<file path="src/rtl/mesa_cmd_rx_pkg.sv">
// mesa_pkg: shared constants, parser/receiver state types and one-hot
// decode helpers for the mesa command front-end.
package mesa_pkg;

    localparam logic [7:0] HDR_BYTE = 8'h4D;

    // State codes carried in data byte bits [3:2]
    localparam logic [1:0] ST_L = 2'd0;
    localparam logic [1:0] ST_O = 2'd1;
    localparam logic [1:0] ST_R = 2'd2;

    localparam int N_MESAS = 4;
    localparam int N_STATES = 3;

    typedef enum logic [1:0] {
        WAIT_HDR,
        GET_DATA,
        GET_CHK,
        HOLD
    } parse_state_t;

    typedef enum logic [2:0] {
        RX_IDLE,
        RX_START,
        RX_DATA,
        RX_STOP,
        RX_WAIT_HIGH
    } rx_state_t;

    // A data byte is acceptable when the upper nibble is clear and the
    // state code names one of L/O/R.
    function automatic logic data_ok(input logic [7:0] d);
        return (d[7:4] == 4'h0) && (d[3:2] <= ST_R);
    endfunction

    function automatic logic [N_MESAS-1:0] table_onehot(input logic [1:0] idx);
        return N_MESAS'(1) << idx;
    endfunction

    function automatic logic [N_STATES-1:0] state_onehot(input logic [1:0] code);
        return N_STATES'(1) << code;
    endfunction

endpackage

</file>
<file path="src/rtl/mesa_cmd_rx_if.sv">
// mesa_cmd_rx_if: serial input plus decoded command outputs of the
// mesa command front-end. master = host/driver side, slave = receiver.
interface mesa_cmd_rx_if;
    import mesa_pkg::*;

    logic                rx;
    logic [N_MESAS-1:0]  mes_sel;
    logic [N_STATES-1:0] est_sel;
    logic                cmd_valid;
    logic                cmd_err;
    logic                frame_err;

    modport master (
        output rx,
        input  mes_sel,
        input  est_sel,
        input  cmd_valid,
        input  cmd_err,
        input  frame_err
    );

    modport slave (
        input  rx,
        output mes_sel,
        output est_sel,
        output cmd_valid,
        output cmd_err,
        output frame_err
    );

endinterface

</file>
<file path="src/rtl/mesa_cmd_rx_uart_rx_8n1.sv">
// uart_rx_8n1: 8N1 UART receiver with 2-flop input synchronizer,
// mid-bit sampling, start-bit glitch rejection and stop-bit checking.
module uart_rx_8n1
    import mesa_pkg::*;
#(
    parameter int CLK_HZ = 50000000,
    parameter int BAUD   = 9600
) (
    input  logic       clk,
    input  logic       rst_n,
    input  logic       rx,
    output logic       byte_valid,
    output logic [7:0] byte_data,
    output logic       frame_err
);

    localparam int DIV   = CLK_HZ / BAUD;
    localparam int HALF  = DIV / 2;
    localparam int CNT_W = $clog2(DIV);

    rx_state_t        state_reg;
    logic [1:0]       sync_reg;
    logic [CNT_W-1:0] cnt_reg;
    logic [2:0]       bit_idx_reg;
    logic [7:0]       shift_reg;
    logic             byte_valid_reg;
    logic             frame_err_reg;
    logic             rx_s;

    assign rx_s       = sync_reg[1];
    assign byte_valid = byte_valid_reg;
    assign byte_data  = shift_reg;
    assign frame_err  = frame_err_reg;

    // Synchronize rx and walk through start/data/stop sampling points
    always_ff @(posedge clk or negedge rst_n) begin
        if (!rst_n) begin
            sync_reg       <= 2'b11;
            state_reg      <= RX_IDLE;
            cnt_reg        <= '0;
            bit_idx_reg    <= '0;
            shift_reg      <= '0;
            byte_valid_reg <= 1'b0;
            frame_err_reg  <= 1'b0;
        end else begin
            sync_reg       <= {sync_reg[0], rx};
            byte_valid_reg <= 1'b0;
            frame_err_reg  <= 1'b0;
            case (state_reg)
                // Idle is only reached with the line high, so low here is a falling edge
                RX_IDLE: begin
                    if (!rx_s) begin
                        state_reg <= RX_START;
                        cnt_reg   <= '0;
                    end
                end
                // Re-check the start bit at half a bit; a high line means a glitch
                RX_START: begin
                    if (cnt_reg == CNT_W'(HALF - 1)) begin
                        cnt_reg <= '0;
                        if (!rx_s) begin
                            state_reg   <= RX_DATA;
                            bit_idx_reg <= '0;
                        end else begin
                            state_reg <= RX_IDLE;
                        end
                    end else begin
                        cnt_reg <= cnt_reg + 1'b1;
                    end
                end
                RX_DATA: begin
                    if (cnt_reg == CNT_W'(DIV - 1)) begin
                        cnt_reg   <= '0;
                        shift_reg <= {rx_s, shift_reg[7:1]};
                        if (bit_idx_reg == 3'd7) begin
                            state_reg <= RX_STOP;
                        end else begin
                            bit_idx_reg <= bit_idx_reg + 1'b1;
                        end
                    end else begin
                        cnt_reg <= cnt_reg + 1'b1;
                    end
                end
                RX_STOP: begin
                    if (cnt_reg == CNT_W'(DIV - 1)) begin
                        cnt_reg <= '0;
                        if (rx_s) begin
                            byte_valid_reg <= 1'b1;
                            state_reg      <= RX_IDLE;
                        end else begin
                            frame_err_reg <= 1'b1;
                            state_reg     <= RX_WAIT_HIGH;
                        end
                    end else begin
                        cnt_reg <= cnt_reg + 1'b1;
                    end
                end
                // After a broken stop bit, re-arm only once the line is idle again
                RX_WAIT_HIGH: begin
                    if (rx_s) begin
                        state_reg <= RX_IDLE;
                    end
                end
                default: state_reg <= RX_IDLE;
            endcase
        end
    end

endmodule

</file>
<file path="src/rtl/mesa_cmd_rx.sv">
// mesa_cmd_rx: UART command front-end. Validates header/data frames and
// holds one-hot table/state selects for HOLD_CYCLES clocks.
// Optional checksum byte compiled in with `define MESA_CMD_CHK_EN.
module mesa_cmd_rx
    import mesa_pkg::*;
#(
    parameter int CLK_HZ       = 50000000,
    parameter int BAUD         = 9600,
    parameter int HOLD_CYCLES  = 4,
    parameter int TIMEOUT_BITS = 20
) (
    input  logic          clk,
    input  logic          rst_n,
    mesa_cmd_rx_if.slave  bus
);

    localparam int DIV       = CLK_HZ / BAUD;
    localparam int TO_CYCLES = TIMEOUT_BITS * DIV;
    localparam int TO_W      = $clog2(TO_CYCLES);
    localparam int HOLD_W    = $clog2(HOLD_CYCLES + 1);

    logic       byte_valid;
    logic [7:0] byte_data;

    parse_state_t        state_reg;
    logic [TO_W-1:0]     timer_reg;
    logic [HOLD_W-1:0]   hold_cnt_reg;
    logic [N_MESAS-1:0]  mes_sel_reg;
    logic [N_STATES-1:0] est_sel_reg;
    logic                cmd_valid_reg;
    logic                cmd_err_reg;
`ifdef MESA_CMD_CHK_EN
    logic [7:0]          data_reg;
`endif

    uart_rx_8n1 #(
        .CLK_HZ (CLK_HZ),
        .BAUD   (BAUD)
    ) u_rx (
        .clk        (clk),
        .rst_n      (rst_n),
        .rx         (bus.rx),
        .byte_valid (byte_valid),
        .byte_data  (byte_data),
        .frame_err  (bus.frame_err)
    );

    assign bus.mes_sel   = mes_sel_reg;
    assign bus.est_sel   = est_sel_reg;
    assign bus.cmd_valid = cmd_valid_reg;
    assign bus.cmd_err   = cmd_err_reg;

    // Frame parser with inter-byte timeout and fixed-length output hold
    always_ff @(posedge clk or negedge rst_n) begin
        if (!rst_n) begin
            state_reg     <= WAIT_HDR;
            timer_reg     <= '0;
            hold_cnt_reg  <= '0;
            mes_sel_reg   <= '0;
            est_sel_reg   <= '0;
            cmd_valid_reg <= 1'b0;
            cmd_err_reg   <= 1'b0;
`ifdef MESA_CMD_CHK_EN
            data_reg      <= '0;
`endif
        end else begin
            cmd_err_reg <= 1'b0;
            case (state_reg)
                // Non-header bytes are ignored without complaint
                WAIT_HDR: begin
                    if (byte_valid && (byte_data == HDR_BYTE)) begin
                        state_reg <= GET_DATA;
                        timer_reg <= '0;
                    end
                end
                // Timeout is checked first so it wins over a same-cycle byte
                GET_DATA: begin
                    if (timer_reg == TO_W'(TO_CYCLES - 1)) begin
                        cmd_err_reg <= 1'b1;
                        state_reg   <= WAIT_HDR;
                    end else if (byte_valid) begin
                        if (!data_ok(byte_data)) begin
                            cmd_err_reg <= 1'b1;
                            state_reg   <= WAIT_HDR;
                        end else begin
`ifdef MESA_CMD_CHK_EN
                            data_reg  <= byte_data;
                            timer_reg <= '0;
                            state_reg <= GET_CHK;
`else
                            mes_sel_reg   <= table_onehot(byte_data[1:0]);
                            est_sel_reg   <= state_onehot(byte_data[3:2]);
                            cmd_valid_reg <= 1'b1;
                            hold_cnt_reg  <= '0;
                            state_reg     <= HOLD;
`endif
                        end
                    end else begin
                        timer_reg <= timer_reg + 1'b1;
                    end
                end
                // Checksum byte must equal header XOR data
                GET_CHK: begin
`ifdef MESA_CMD_CHK_EN
                    if (timer_reg == TO_W'(TO_CYCLES - 1)) begin
                        cmd_err_reg <= 1'b1;
                        state_reg   <= WAIT_HDR;
                    end else if (byte_valid) begin
                        if (byte_data == (HDR_BYTE ^ data_reg)) begin
                            mes_sel_reg   <= table_onehot(data_reg[1:0]);
                            est_sel_reg   <= state_onehot(data_reg[3:2]);
                            cmd_valid_reg <= 1'b1;
                            hold_cnt_reg  <= '0;
                            state_reg     <= HOLD;
                        end else begin
                            cmd_err_reg <= 1'b1;
                            state_reg   <= WAIT_HDR;
                        end
                    end else begin
                        timer_reg <= timer_reg + 1'b1;
                    end
`else
                    state_reg <= WAIT_HDR;
`endif
                end
                // Selects stay up for HOLD_CYCLES clocks; stray bytes are flagged only
                HOLD: begin
                    if (byte_valid) begin
                        cmd_err_reg <= 1'b1;
                    end
                    if (hold_cnt_reg == HOLD_W'(HOLD_CYCLES - 1)) begin
                        mes_sel_reg   <= '0;
                        est_sel_reg   <= '0;
                        cmd_valid_reg <= 1'b0;
                        state_reg     <= WAIT_HDR;
                    end else begin
                        hold_cnt_reg <= hold_cnt_reg + 1'b1;
                    end
                end
                default: state_reg <= WAIT_HDR;
            endcase
        end
    end

endmodule
</file>
<file path="src/flat_wrapper.sv">
// flat-port wrapper written by rule: the top's interface ports become plain ports
module mesa_cmd_rx_flat import mesa_pkg::*;
#(
    parameter int CLK_HZ       = 50000000,
    parameter int BAUD         = 9600,
    parameter int HOLD_CYCLES  = 4,
    parameter int TIMEOUT_BITS = 20
)
  (clk, rst_n, bus_rx, bus_mes_sel, bus_est_sel, bus_cmd_valid, bus_cmd_err, bus_frame_err);
  mesa_cmd_rx_if bus_i ();
  input  logic clk;
  input  logic rst_n;
  input wire logic [$bits(bus_i.rx)-1:0] bus_rx;
  output wire logic [$bits(bus_i.mes_sel)-1:0] bus_mes_sel;
  output wire logic [$bits(bus_i.est_sel)-1:0] bus_est_sel;
  output wire logic [$bits(bus_i.cmd_valid)-1:0] bus_cmd_valid;
  output wire logic [$bits(bus_i.cmd_err)-1:0] bus_cmd_err;
  output wire logic [$bits(bus_i.frame_err)-1:0] bus_frame_err;
  assign bus_i.rx = bus_rx;
  assign bus_mes_sel = bus_i.mes_sel;
  assign bus_est_sel = bus_i.est_sel;
  assign bus_cmd_valid = bus_i.cmd_valid;
  assign bus_cmd_err = bus_i.cmd_err;
  assign bus_frame_err = bus_i.frame_err;
  mesa_cmd_rx #(.CLK_HZ(CLK_HZ), .BAUD(BAUD), .HOLD_CYCLES(HOLD_CYCLES), .TIMEOUT_BITS(TIMEOUT_BITS)) u_core (.clk(clk), .rst_n(rst_n), .bus(bus_i));
endmodule
</file>
<file path="config.mk">
export PLATFORM = sky130hd
export DESIGN_NAME = mesa_cmd_rx_flat
export DESIGN_NICKNAME = d
export VERILOG_FILES = /design/src/rtl/mesa_cmd_rx_pkg.sv /design/src/rtl/mesa_cmd_rx_if.sv /design/src/rtl/mesa_cmd_rx_uart_rx_8n1.sv /design/src/rtl/mesa_cmd_rx.sv /design/src/flat_wrapper.sv
export SDC_FILE = /design/constraint.sdc
export NUM_CORES = 1
export LEC_CHECK = 0
export ABC_AREA = 1
export BUFFER_PORTS_ARGS = -buffer_cell sky130_fd_sc_hd__buf_4
export CAP_MARGIN = 20
export CORE_MARGIN = 3
export CORE_UTILIZATION = 30
export CTS_CLUSTER_SIZE = 28
export DETAILED_ROUTE_END_ITERATION = 10
export PLACE_DENSITY_LB_ADDON = 0.08
export SYNTH_ARGS = -nofsm -noshare
export SYNTH_HDL_FRONTEND = slang
export SYNTH_SLANG_ARGS = --single-unit
</file>
<file path="constraint.sdc">
create_clock -name clk -period 1.56 [get_ports clk]
set_input_delay 0.312 -clock clk [delete_from_list [all_inputs] [get_ports clk]]
set_output_delay 0.312 -clock clk [all_outputs]
set_load 0.02 [all_outputs]
</file>
======== Yosys cells after proc, flatten, opt, wreduce, memory -nomap -nowiden ========
Cells that the tools add are included.
storage, ports and cells
  register bits ........................... 62
  output and inout bits ................... 10
cells by class
  add/subtract/negate cells ............... 4
  $lt $le $gt $ge ......................... 1
  equal/unequal tests ..................... 29
  shift-type cells ........................ 2
  multiplexer cells ....................... 59
  reduce and logical (&&, ||, !) cells .... 18
operators with widths
  cell                                                                      number
  3-bit two-way mux                                                         19
  17-bit two-way mux                                                        3
  13-bit two-way mux                                                        3
  13-bit one-hot mux with 3 select lines                                    1
  17-bit one-hot mux with 2 select lines                                    1
  2-bit != test (second input constant)                                     12
  3-bit one-hot mux with 2 select lines                                     3
  17-bit by 1-bit adder with 17-bit output (second input constant)          1
  17-bit equality test (second input constant)                              1
  4-bit two-way mux                                                         4
  3-bit one-hot mux with 5 select lines                                     1
  5-bit AND reduction                                                       3
  1-bit two-way mux                                                         14
  13-bit by 1-bit adder with 13-bit output (second input constant)          1
  13-bit by 12-bit equality test with 1-bit output (second input constant)  1
  13-bit equality test (second input constant)                              1
  2-bit two-way mux                                                         6
  3-bit by 2-bit equality test with 1-bit output (second input constant)    3
  8-bit by 7-bit equality test with 1-bit output (second input constant)    1
  2-bit one-hot mux with 4 select lines                                     1
  4-bit one-hot mux with 2 select lines                                     1
  3-bit by 1-bit adder with 3-bit output (second input constant)            2
  3-bit equality test (second input constant)                               2
  2-bit by 1-bit != test with 1-bit output (second input constant)          3
  19 further kinds                                                          25

======== Logic depth before layout (Yosys ltp) ========
  word-level depth ........................ 6
  mapped depth ............................ 11
  mapped depth without buffers ............ 11

======== Hierarchy ========
From an unflattened synthesis, not the netlist that was laid out.
unflattened totals
  cell total of the unflattened synthesis .. 513
  area, all modules ....................... 3706.1 sq um
by module, submodules not included
  module       instances  cells an instance  area each (sq um)  sequential area each (sq um)
  mesa_cmd_rx  1          295                1994.4             775.7
  uart_rx_8n1  1          218                1711.6             778.2

======== Worst setup path after synthesis ========
OpenSTA, ideal clock, no wires.
  kind .................................... register -> register
  start point ............................. register u_core.u_rx.cnt_reg[0]
  end point ............................... register u_core.u_rx.cnt_reg[10]
  setup time .............................. 0.123 ns
  arrival time ............................ 1.364 ns
  slack ................................... 0.073 ns
  cell stages (with the launch flop) ...... 9
  path buffers ............................ 0
  period minus slack after synthesis ...... 1.487 ns
  cell sequence ........................... dfrtp_1 -> ha_1 -> nand2_1 -> nor3_2 -> nand3_1 -> nand2_1 -> nand2_2 -> nor2_4 -> nor2_1
on the way
  longest elaborated chain between the ends .. 3
  elaborated cells on any way between the ends .. 6
  classes of those cells .................. add/sub: 1; eq/ne: 2; mux: 3
RTL lines
  item                                                              RTL line                                                                                     text
  start: declaration                                                mesa_cmd_rx_uart_rx_8n1.sv:23                                                                logic [CNT_W-1:0] cnt_reg;
  start signal: assignment                                          mesa_cmd_rx_uart_rx_8n1.sv:68                                                                cnt_reg <= cnt_reg + 1'b1;
  start signal: assignment                                          mesa_cmd_rx_uart_rx_8n1.sv:81                                                                cnt_reg <= cnt_reg + 1'b1;
  start signal: assignment                                          mesa_cmd_rx_uart_rx_8n1.sv:95                                                                cnt_reg <= cnt_reg + 1'b1;
  13-bit by 1-bit adder with 13-bit output (tied with other cells)  mesa_cmd_rx_uart_rx_8n1.sv:68, mesa_cmd_rx_uart_rx_8n1.sv:81, mesa_cmd_rx_uart_rx_8n1.sv:95
  13-bit two-way mux (on tied branches)                             mesa_cmd_rx_uart_rx_8n1.sv:72, mesa_cmd_rx_uart_rx_8n1.sv:85, mesa_cmd_rx_uart_rx_8n1.sv:59
  13-bit one-hot mux with 3 select lines *                          mesa_cmd_rx_uart_rx_8n1.sv:49                                                                case (state_reg)
Every way passes the cells marked *; elsewhere a longest branch is shown, timed or not.
A chain may end at the register's enable or synchronous reset.

======== Final worst setup path ========
  start point ............................. register u_core.timer_reg[1]
  end point ............................... register u_core.timer_reg[11]
on the way
  longest elaborated chain between the ends .. 4
  elaborated cells on any way between the ends .. 7
  classes of those cells .................. add/sub: 1; eq/ne: 2; mux: 3; reduce/logical: 1
RTL lines
  item                                      RTL line           text
  start: declaration                        mesa_cmd_rx.sv:26  logic [TO_W-1:0] timer_reg;
  start signal: assignment                  mesa_cmd_rx.sv:99  timer_reg <= timer_reg + 1'b1;
  17-bit by 1-bit adder with 17-bit output  mesa_cmd_rx.sv:99
  17-bit two-way mux                        mesa_cmd_rx.sv:81  end else if (byte_valid) begin
  17-bit two-way mux                        mesa_cmd_rx.sv:78  if (timer_reg == TO_W'(TO_CYCLES - 1)) begin
  17-bit one-hot mux with 2 select lines    mesa_cmd_rx.sv:68  case (state_reg)
Several ways; a longest one is shown, not always the timed one. The select of a mux whose other input is x is not followed.

==> results.yml <==
floorplanning:
  chipHeight_um: 114
  placeableCoreArea_um2: 11100
  core.rowCount: 38
  start_util_pct: 31.6
  die_width_um: 114
  floorplan.die_area_um2: 13000
  io_pins: 13
setup_path:
  worst_setup_path_end_kind: "register"
  timing.critical_path.mode_cell: "nor2_4"
  cp_cell_sequence: "ha_2 > nand2_4 > nor2_4 > inv_2 > nor2_4 > nand3_4 > nand2_8 > clkbuf_16 > nand2_2 > o21ai_2"
  critical_path.max_fanout: 8
  cp.arrival_ns: 1.81
  r2r-end: "u_core.timer_reg[11]$_DFFE_PN0P_"
  cp_slowest_stage_delay_ns: 0.35
  timing.critical_path.slowest_stage_cell: "dfrtp_1"
  start_kind: "register"
  r2r_depth: 10
  reg2reg_slack_ns: 0.01
  timing_worst_setup_path_type: "reg2reg"
  worst_r2r_startpoint: "u_core.timer_reg[1]$_DFFE_PN0P_"
  required_worst_endpoint_ns: 1.82
timing:
  layout_setup_ws_ns: 0.0136
  min_period_over_period_pct: 99.1
  fin_crit_ns: 1.55
  timing.max_slew.rel_slack_pct: 75.3
  worstMarginPinSlew_ns: 0.370
  clock.fmax_ghz: 0.647
  finalSetupViolations: 0
  hold_violations: 0
  setup_tns_ns: 0
  skew_ns: 0.00753
  timing.hold.ws_ns: 0.0828
  grt_setup_unrepaired: "yes"
  timing_max_transition_violations_final: 0
cells_and_area:
  number_of_flip_flops_in_the_largest_register: 17
  register_area_um2: 1550
  finalNonFillerCells: 711
  finalCoreUtilization_pct: 44.3
  fin_nets: 575
  multi_input_area_um2: 1960
  layout-area-overhead-vs-synth_pct: 40.3
  finalInstanceArea_um2: 4930
  layout-drive-gt1-share_pct: 30.3
  n_fill_cell: 1140
  antennaDiodeCount: 0
pwr:
  total_power_per_unit_cell_area_nw_per_um2: 755
  standby_leakage_power_nw: 2.39
  total_power_mw: 3.72
  largest_vdd_supply_drop_mv: 0.596
global_route:
  wire_length_of_the_first_global_routing_pass_um: 14800
  initial_antenna_violation_count: 0
  grt_pass1_vias: 3144
  gr-total-overflow: 0
  global_route.usage.total_pct: 14.4
  pin_count_of_the_biggest_net_entering_global_routing: 28
worst_hold_path:
  hold-path-endpoint: "u_core.u_rx.sync_reg[0]$_DFF_PN1_"
  whs_path_depth: 1
  hold_path_startpoint: "bus_rx"
  hold_class: "in2reg"
detailed_routing:
  total_via_count_in_the_routed_design: 3211
  via_per_inst: 4.52
  ant_nets: 0
  drt_iter0_drc: 184
  drt_first_pass_iters: 5
  detailed_route_drc_error_count: 0
  totalWireLength_um: 8920
  routedWlPerCell_um: 12.5
logic_synthesis:
  syn-cell-area_um2: 3510
  yosys_warnings: 0
  postSynthRegisterBits: 62
  synth_top_family_by_area: "simple AND/OR/NAND/NOR gates"
  asyncSetResetFlopFracSynth_pct: 100
  synth_compound_area_share_pct: 5.88
  yosysMostFrequentCell: "nand2_1"
  synth.area.top_cells: "dfrtp_1, nand2_1, nor2_1, inv_1, nand3_1"
  synth_fa_ha_area_share_pct: 2.14
  synth_top_area_cell: "dfrtp_1"
  syn_nets: 490
  synthMuxAreaShare_pct: 0
  synthesis.instances: 481
  synth_ff_type: "dfrtp_1"
  netlist_top_cells_count: "nand2_1, nor2_1, dfrtp_1"
  yosysSeqAreaShare_pct: 44.2
  synth_xor_area_share_pct: 2.74
  synth_top_cell_area_share_pct: 42.8
  yosysUniqueCellTypes: 30
  synthesis.area_per_instance_um2: 7.30
  synth_enable_flop_cells: 0
  fraction_of_the_mapped_netlist_area_in_simple_logic_gates_pct: 37.7
clock_network:
  tritoncts.num_buffers: 9
  clock_root_buffer: "clkbuf_16"
  clock_sink_total: 62
  tritoncts: "done"
  cts.clk_slew.worst_paths_ns: 0.05
  clkLatencyLatePin_ns: 0.34
  maximum_clock_path_buffer_count: 2
  cts_max_level: 3
place:
  post-dp-hpwl_um: 6210
  routability_cong: 0.760
  dp.cells: 674
  preCtsSetupSlack_ns: -0.122
  portBuffers: 12
  postPlaceCellArea_um2: 4130
run:
  maxCapViolations: 0
status:
  run_status: "complete, no violations"
==> routing by layer <==
layer / GRT usage [%] / up-vias / share of wire [%]
met5: 0 / - / 0
met2: 22.8 / 36 / 47
li1: - / 1700 / -
met4: 3.80 / 0 / 1.2
met3: 5.60 / 7 / 3.7
met1: 18.5 / 1468 / 48
==> critical path, delay by kind of cell (launching register included) <==
family                     cells  cell delay, ns
adders and majority gates      1            0.20
AOI/OAI and AO/OA              1            0.04
DFF                            1            0.35
and+or+nand+nor                6            0.65
buffers and inverters          2            0.22
==> cells by family (layout without fill, tap and decap cells) <==
group,after synthesis,count (layout)
fa+ha+maj,6,6
flops,62,62
simple gates,307,307
buf+inv,61,151
xor+xnor,11,11
compound gates,34,34
==> area by class of cell <==
cell class              instances  share of cell area (%)
clock buffers                  13                    5.28
clock inverters                 3                   0.864
inverters                      53                    4.14
multi-input cells             358                    39.8
flip-flops and latches         62                    31.5
well taps                     140                    3.56
repair buffers                 82                    14.8
==> worst max path at each step <==
stage	cells after the start	startpoint	slack, ns	end
2_1_floorplan	8	u_core.u_rx.cnt_reg[0]$_DFFE_PN0P_	0.07	u_core.u_rx.cnt_reg[10]$_DFFE_PN0P_
3_3_place_gp	8	u_core.u_rx.cnt_reg[0]$_DFFE_PN0P_	-0.12	u_core.u_rx.cnt_reg[2]$_DFFE_PN0P_
3_5_place_dp	7	u_core.hold_cnt_reg[0]$_DFFE_PN0P_	-0.12	u_core.bus.est_sel[2]$_DFFE_PN0P_
4_1_cts	8	u_core.u_rx.cnt_reg[1]$_DFFE_PN0P_	-0.01	u_core.u_rx.cnt_reg[2]$_DFFE_PN0P_
5_1_grt	9	u_core.u_rx.cnt_reg[0]$_DFFE_PN0P_	-0.1	u_core.u_rx.cnt_reg[4]$_DFFE_PN0P_
6_report	10	u_core.timer_reg[1]$_DFFE_PN0P_	0.01	u_core.timer_reg[11]$_DFFE_PN0P_
==> power breakdown <==
group / internal (mW) / leakage, nW / switching (mW)
Sequential: 1.61 / 0.845 / 0.000913
Combinational: 0.0126 / 1.40 / 0.0390
Clock: 1.32 / 0.146 / 0.729
==> cells in the final DEF (no fill, tap or decap), types with 6 or more instances in the layout <==
cell type	instances
buf_4	70
clkbuf_16	12
dfrtp_1	60
inv_1	48
nand2_1	138
nand2_2	23
nand2_4	7
nand3_1	32
nand4_1	17
nor2_1	54
nor2_2	8
nor3_1	6
o21ai_1	15
o21ai_2	9
xor2_1	10
==> timing repair <==
action	4_1_cts	5_1_grt
cloned	0	3
hold buffers	1	0
resized for setup	17	76
pin swaps	11	30
setup buffers	5	12
setup endpoints to repair	39	56
hold endpoints to repair	20	0
No activity file was read; power rests on OpenSTA's default activity.
